`config.mk`:
```
export PLATFORM = sky130hd
export DESIGN_NAME = bram_window_fetcher
export DESIGN_NICKNAME = d
export VERILOG_FILES = /design/src/rtl/bram_window_fetcher.sv
export SDC_FILE = /design/constraint.sdc
export NUM_CORES = 1
export LEC_CHECK = 0
export CELL_PAD_IN_SITES_DETAIL_PLACEMENT = 2
export CELL_PAD_IN_SITES_GLOBAL_PLACEMENT = 2
export CORE_AREA = 5 5 153 155
export CTS_CLUSTER_DIAMETER = 200
export DETAILED_ROUTE_END_ITERATION = 6
export DIE_AREA = 0 0 158 160
export GPL_TIMING_DRIVEN = 0
export PLACE_DENSITY = 0.86
export RECOVER_POWER = 25
export SYNTH_ARGS = -nofsm -noshare
export SYNTH_HDL_FRONTEND = slang
export SYNTH_SLANG_ARGS = --single-unit
```
`constraint.sdc`:
```
create_clock -name clka -period 3.5 [get_ports clka]
set_clock_uncertainty 0.15 [all_clocks]
set_input_delay 0.7 -clock clka [delete_from_list [all_inputs] [get_ports clka]]
set_output_delay 0.7 -clock clka [all_outputs]
set_load 0.02 [all_outputs]
```
`src/rtl/bram_window_fetcher.sv`:
```
// rtl/bram_window_fetcher.sv - raster-order 3x3 edge-clamped window fetcher reading a 1-cycle-latency BRAM
module bram_window_fetcher #(
    parameter int ADDR_WIDTH = 18,
    parameter int BIT_WIDTH  = 8,
    parameter int IMG_W      = 512,
    parameter int IMG_H      = 512
) (
    input  logic                       clka,
    input  logic                       rsta,
    input  logic                       start,
    output logic                       busy,
    output logic                       done,
    output logic                       bram_en,
    output logic [ADDR_WIDTH-1:0]      bram_addr,
    input  logic [BIT_WIDTH-1:0]       bram_dout,
    output logic                       win_valid,
    input  logic                       win_ready,
    output logic [9*BIT_WIDTH-1:0]     win_data,
    output logic [$clog2(IMG_W)-1:0]   win_x,
    output logic [$clog2(IMG_H)-1:0]   win_y
);

    localparam int XW = $clog2(IMG_W);
    localparam int YW = $clog2(IMG_H);
    localparam logic [XW-1:0] X_MAX = XW'(IMG_W - 1);
    localparam logic [YW-1:0] Y_MAX = YW'(IMG_H - 1);
    localparam logic [XW-1:0] X_ONE = XW'(1);
    localparam logic [YW-1:0] Y_ONE = YW'(1);
    localparam logic [ADDR_WIDTH-1:0] ROW_STRIDE = ADDR_WIDTH'(IMG_W);

    typedef enum logic [2:0] {
        S_IDLE,
        S_FETCH,
        S_DRAIN,
        S_OUT,
        S_DONE
    } state_t;

    state_t          state_q, state_d;
    logic [XW-1:0]   x_q;
    logic [YW-1:0]   y_q;
    logic [3:0]      k_q;
    logic [1:0]      kx_q, ky_q;
    logic [XW-1:0]   cx;
    logic [YW-1:0]   cy;
    logic            last_pix;

    assign last_pix = (x_q == X_MAX) && (y_q == Y_MAX);
    assign win_x    = x_q;
    assign win_y    = y_q;

    // Neighbour offset (kx,ky) in {0,1,2} maps to {-1,0,+1}, clamped at the image border.
    always_comb begin
        cx = x_q;
        cy = y_q;
        if (kx_q == 2'd0 && x_q != '0) begin
            cx = x_q - X_ONE;
        end else if (kx_q == 2'd2 && x_q != X_MAX) begin
            cx = x_q + X_ONE;
        end
        if (ky_q == 2'd0 && y_q != '0) begin
            cy = y_q - Y_ONE;
        end else if (ky_q == 2'd2 && y_q != Y_MAX) begin
            cy = y_q + Y_ONE;
        end
    end

    always_ff @(posedge clka) begin
        if (rsta) begin
            state_q <= S_IDLE;
        end else begin
            state_q <= state_d;
        end
    end

    always_comb begin
        state_d   = state_q;
        busy      = 1'b0;
        done      = 1'b0;
        bram_en   = 1'b0;
        bram_addr = '0;
        win_valid = 1'b0;
        case (state_q)
            S_IDLE: begin
                if (start) state_d = S_FETCH;
            end
            S_FETCH: begin
                busy      = 1'b1;
                bram_en   = 1'b1;
                bram_addr = ADDR_WIDTH'(cy) * ROW_STRIDE + ADDR_WIDTH'(cx);
                if (k_q == 4'd8) state_d = S_DRAIN;
            end
            S_DRAIN: begin
                busy    = 1'b1;
                state_d = S_OUT;
            end
            S_OUT: begin
                busy      = 1'b1;
                win_valid = 1'b1;
                if (win_ready) state_d = last_pix ? S_DONE : S_FETCH;
            end
            S_DONE: begin
                done    = 1'b1;
                state_d = S_IDLE;
            end
            default: state_d = S_IDLE;
        endcase
    end

    // Read data lags its address by one cycle, so FETCH slot k lands while slot k+1 is issued.
    always_ff @(posedge clka) begin
        if (rsta) begin
            x_q      <= '0;
            y_q      <= '0;
            k_q      <= '0;
            kx_q     <= '0;
            ky_q     <= '0;
            win_data <= '0;
        end else begin
            case (state_q)
                S_IDLE: begin
                    if (start) begin
                        x_q  <= '0;
                        y_q  <= '0;
                        k_q  <= '0;
                        kx_q <= '0;
                        ky_q <= '0;
                    end
                end
                S_FETCH: begin
                    if (k_q != 4'd0) begin
                        win_data[(int'(k_q) - 1) * BIT_WIDTH +: BIT_WIDTH] <= bram_dout;
                    end
                    k_q <= k_q + 4'd1;
                    if (kx_q == 2'd2) begin
                        kx_q <= 2'd0;
                        ky_q <= ky_q + 2'd1;
                    end else begin
                        kx_q <= kx_q + 2'd1;
                    end
                end
                S_DRAIN: begin
                    win_data[8 * BIT_WIDTH +: BIT_WIDTH] <= bram_dout;
                end
                S_OUT: begin
                    if (win_ready) begin
                        k_q  <= '0;
                        kx_q <= '0;
                        ky_q <= '0;
                        if (!last_pix) begin
                            if (x_q == X_MAX) begin
                                x_q <= '0;
                                y_q <= y_q + Y_ONE;
                            end else begin
                                x_q <= x_q + X_ONE;
                            end
                        end
                    end
                end
                default: ;
            endcase
        end
    end

endmodule
```
# After elaboration in Yosys (flattened, before gate mapping)
# Cells that the tools add are included.
# Widths: inputs -> output; s select.
[word_totals]
input_bits = 12
regBits = 101
out_inout_bits = 112
word_cells = 95
[classes]
reduce_logical = 22
shift = 2
mux = 35
n_eq_ne = 18
add_sub_neg = 10
[ops]
columns = ["op", "n"]
rows = [
  ["$mux 9", 11],
  ["$bwmux 72", 1],
  ["$mux 72", 1],
  ["$shift 8x33->72 const A", 1],
  ["$shiftx 8x33->72", 1],
  ["$pmux 9 s2", 2],
  ["$neg 8->33", 1],
  ["$add 18x9->18", 1],
  ["$add 9x1->9 const B", 2],
  ["$eq 9x9->1 const B", 2],
  ["$mux 18", 1],
  ["$ne 9x9->1 const B", 2],
  ["$reduce_bool 9->1", 2],
  ["$sub 9x1->9 const B", 2],
  ["$pmux 8 s2", 1],
  ["$ne 2x2->1 const B", 7],
  ["$mux 3", 4],
  ["$pmux 2 s3", 2],
  ["$pmux 3 s4", 1],
  ["$pmux 4 s3", 1],
  ["$mux 2", 4],
  ["$mux 4", 2],
  ["$reduce_and 4->1", 2],
  ["$eq 3x2->1 const B", 2],
  ["18 further kinds", 31],
]

# Longest topological paths before layout
[logic_depth]
depth_word = 6
mapped_depth = 16
ltp_nobuf = 11

# Worst setup path after synthesis
# Ideal clock, no wire load.
[synth_path]
path_type = "register to output"
startpoint = "reg y_q[1] (netlist: win_y[1])"
endpoint = "out bram_addr[16]"
stages_incl_launch_ff = 9
setup_slack_ps = -201
t_required_ps = 2650
t_arrival_ps = 2851
n_path_buf = 0
cell_sequence = "dfxtp_1 -> ha_1 -> nand3_1 -> nor2_1 -> and3_1 -> ha_1 -> nor2b_1 -> and2_1 -> a2111oi_0"
[synth_between]
elab_chain_len = 6
elab_cells_between_ends = 10
classes_between = "add/sub (3); eq/ne (1); mux (3); reduce/logical (3)"
[synth_lines]
columns = ["element", "line", "rtl"]
rows = [
  ["from (decl)", "41", "logic [YW-1:0] y_q;"],
  ["from (signal assigned)", "153", "y_q <= y_q + Y_ONE;"],
  ["branches (longest 3 deep; another with $add 9x1->9)", "--", ""],
  ["$mux 9 *", "61", "if (ky_q == 2'd0 && y_q != '0) begin"],
  ["$add 18x9->18 *", "90", "bram_addr = ADDR_WIDTH'(cy) * ROW_STRIDE + ADDR_WIDTH'(cx);"],
  ["$mux 18 *", "83", "case (state_q)"],
  ["to (decl)", "14", "output logic [ADDR_WIDTH-1:0] bram_addr,"],
]
# Every way passes the cells marked *.

# Worst setup path in the final report
[layout_path]
startpoint = "reg y_q[1] (netlist: win_y[1])"
endpoint = "out bram_addr[17]"
# Same word-level chain as after synthesis.

==> summary.txt <==
Status -> finished clean
Largest net degree at the start of global routing -> 19
CTS Root Cell -> clkbuf_16
Clock buffer depth -> 2
IO Port Bufs -> 123
Remaining global-route overflow -> 0
Final ANT Viol Nets -> 0
Slew Viols, Final -> 0
Period utilisation layout -> 98.0%
GP Congestion -> 0.781
Drc violations -> 0
Die span in y -> 160 um
Met1 usage in global routing -> 22.6%
Dpl ws -> -733 ps
DR vias/cell -> 5.31
Post-DP Area -> 7200 um2
Post-synth EDFFs -> 0
Largest cells by area after synthesis -> dfxtp_1 36%, a21oi_1 5.6%, o21ai_0 5.1%, nor2_1 4.6%, nand2_1 4.6%
Crit Path Max Fanout -> 5
Leakage -> 3.09 nW
H-tree levels -> 3
Period minus WS final -> 3430 ps
GRT Overall Usage -> 18.5%
Layout cells sized above 1 -> 18.2%
Post-Route WL -> 24100 um
Cell area after synthesis -> 5600 um2
DR iter-0 viols -> 240
Number of global-route vias before repair -> 6643
Area Overhead vs Synth -> 43.6%
Rel. slew slack -> 27.1%
Clock transition at path regs -> 80 ps
Met2 Use GR -> 32.0%
First-pass GRT wire length -> 37400 um
CP Capture Type -> output port
Critical path depth in cells -> 9
Fmax -> 291 MHz
CP max stage cell -> or3b_4
Wire per inst -> 21.1 um
Critical Path AT -> 2580 ps
Antenna cells -> 0
Async set-reset flop share out of synthesis -> 0%
Total die area -> 25300 um2
Worst Hold Class -> flop to flop
# setup viols final -> 0
Antenna violations before repair -> 0
Max VDD drop -> 0.237 mV
CP cell instances -> inv_4 > ha_4 > or3b_4 > buf_4 > o31ai_1 > o21ai_0 > a32oi_1 > nor2_1 > dlygate4sd2_1
Yosys warns -> 0
DRT Pass-1 Iters -> 4
Syn nets -> 728
Count leader, synth -> dfxtp_1
Finished layout cell area -> 8050 um2
Clock Latency Late Sink -> 360 ps
Post-synth top area share -> 36.1%
Vias -> 6090
Crit path kind -> flop to output port
Busiest layer in global routing -> met2
Ys flop type -> dfxtp_1
Number of buffers and inverters on the critical path -> 3
Chip Width -> 158 um
Core ar. -> 21700 um2
Required @ worst endpoint -> 2650 ps
Row count -> 54
Slew @ Worst Pin -> 1090 ps
Nets -> 889
GR Util met3 -> 4.95%
Initial Util -> 25.8%
Post-detail-place hpwl -> 16600 um
Final hold vios -> 0
Synthesized instance count -> 700
Inserted Clock Buffers -> 9
Worst r2r path cells -> 14
Clock Sinks -> 101
Hold path depth -> 2
I/O pins -> 124
CP top delay family -> compound AO/OA/AOI/OAI gates
Sequential fraction of the synthesis area -> 36.1%
Min setup slack post-route -> 68.8 ps
Crit-path max cell delay -> 400 ps
Startpoint Class -> flop
TritonCTS clock tree -> yes
#FFs+latches synth -> 101
Synth cell types -> 63
Power Dens Cells -> 320 nW/um2
Commonest cells in the netlist -> 101 x dfxtp_1, 69 x nor2_1, 68 x nand2_1, 63 x a21oi_1, 57 x o21ai_0
Max-cap violations -> 0
Synth area leader -> dfxtp_1
Avg Inst Size Synth -> 8.00 um2
-- registers in the layout, indices dropped and copies added (netlist names) --
register,count
state_q,3
win_y,9
ky_q,2
k_q,4
win_x,9
win_data,72
kx_q,2
-- layer usage --
metal	wire [um]	vias to the layer above
li1	-	2864
met1	10200	3037
met2	11900	156
met3	1520	33
met4	520	0
met5	0	-
-- placed cells by master, fill, tap and decap left out, types with 23 or more instances in the layout --
cell type         n
buf_4            29
nand3_1          28
nand2_1          67
a21oi_1          57
mux2i_1          23
nor2_1           67
dlygate4sd3_1    52
o21ai_0          55
clkbuf_1         29
or4_1            26
clkdlybuf4s50_1  53
dfxtp_1          94
-- cells by family after synthesis --
| family | Yosys count | share of synthesized area, % |
|---|---|---|
| compound gates | 175 | 19.3 |
| xor+xnor | 17 | 2.90 |
| fa+ha+maj | 16 | 3.57 |
| buf+inv | 69 | 4.91 |
| flops | 101 | 36.1 |
| mux | 30 | 5.47 |
| simple gates | 292 | 27.7 |
-- worst min-delay path: cells and delay by family, from the launching register on --
family,cells,cell delay (ps)
and+or+nand+nor,1,50
DFF,1,320
muxes,1,60
-- metrics by stage --
step	instances	hold WS (ps)	utilization [%]	TNS, ps	total power (W)
floorplan	700	330	-	0	0.00139
detailed placement	1103	311	33.2	-40010	0.00153
finish	1146	322	37.1	0	0.00258
CTS	1138	333	36.2	-16.5	0.00256
global route	1146	346	37.1	-144	0.00268
global placement	1103	297	33.2	-31530	0.00152
-- where the power goes --
part           total, W  switching, W  internal [W]
clock network   0.00102      0.000502      0.000514
logic          0.000386      0.000249      0.000138
registers       0.00118     0.0000133       0.00116
total           0.00258      0.000764       0.00181
-- cell type report --
type,instances,area [um2]
Fill cell,2446,13600
Multi-Input combinational cell,531,3650
Sequential cell,101,2050
Timing Repair Buffer,151,1370
Tap cell,280,350
Buffer,46,254
Clock buffer,10,239
Inverter,21,88.8
Clock inverter,6,50.0
-- path summary, 6_finish.rpt --
path                                   start       endpoint  slack [ps]
worst max-delay path                win_y[1]  bram_addr[17]          70
worst max register to register        k_q[0]   win_data[43]          80
worst min register to register  win_data[61]   win_data[61]         320
worst min-delay path            win_data[61]   win_data[61]         320
-- what timing repair did --
action | in CTS | in global routing
pin swaps | 12 | 12
setup buffers | 19 | 9
endpoints found under the setup margin | 90 | 68
hold buffers | 0 | 0
gates cloned | 2 | 0
gates resized for setup | 119 | 61
Power figures use the tool's default switching activity.
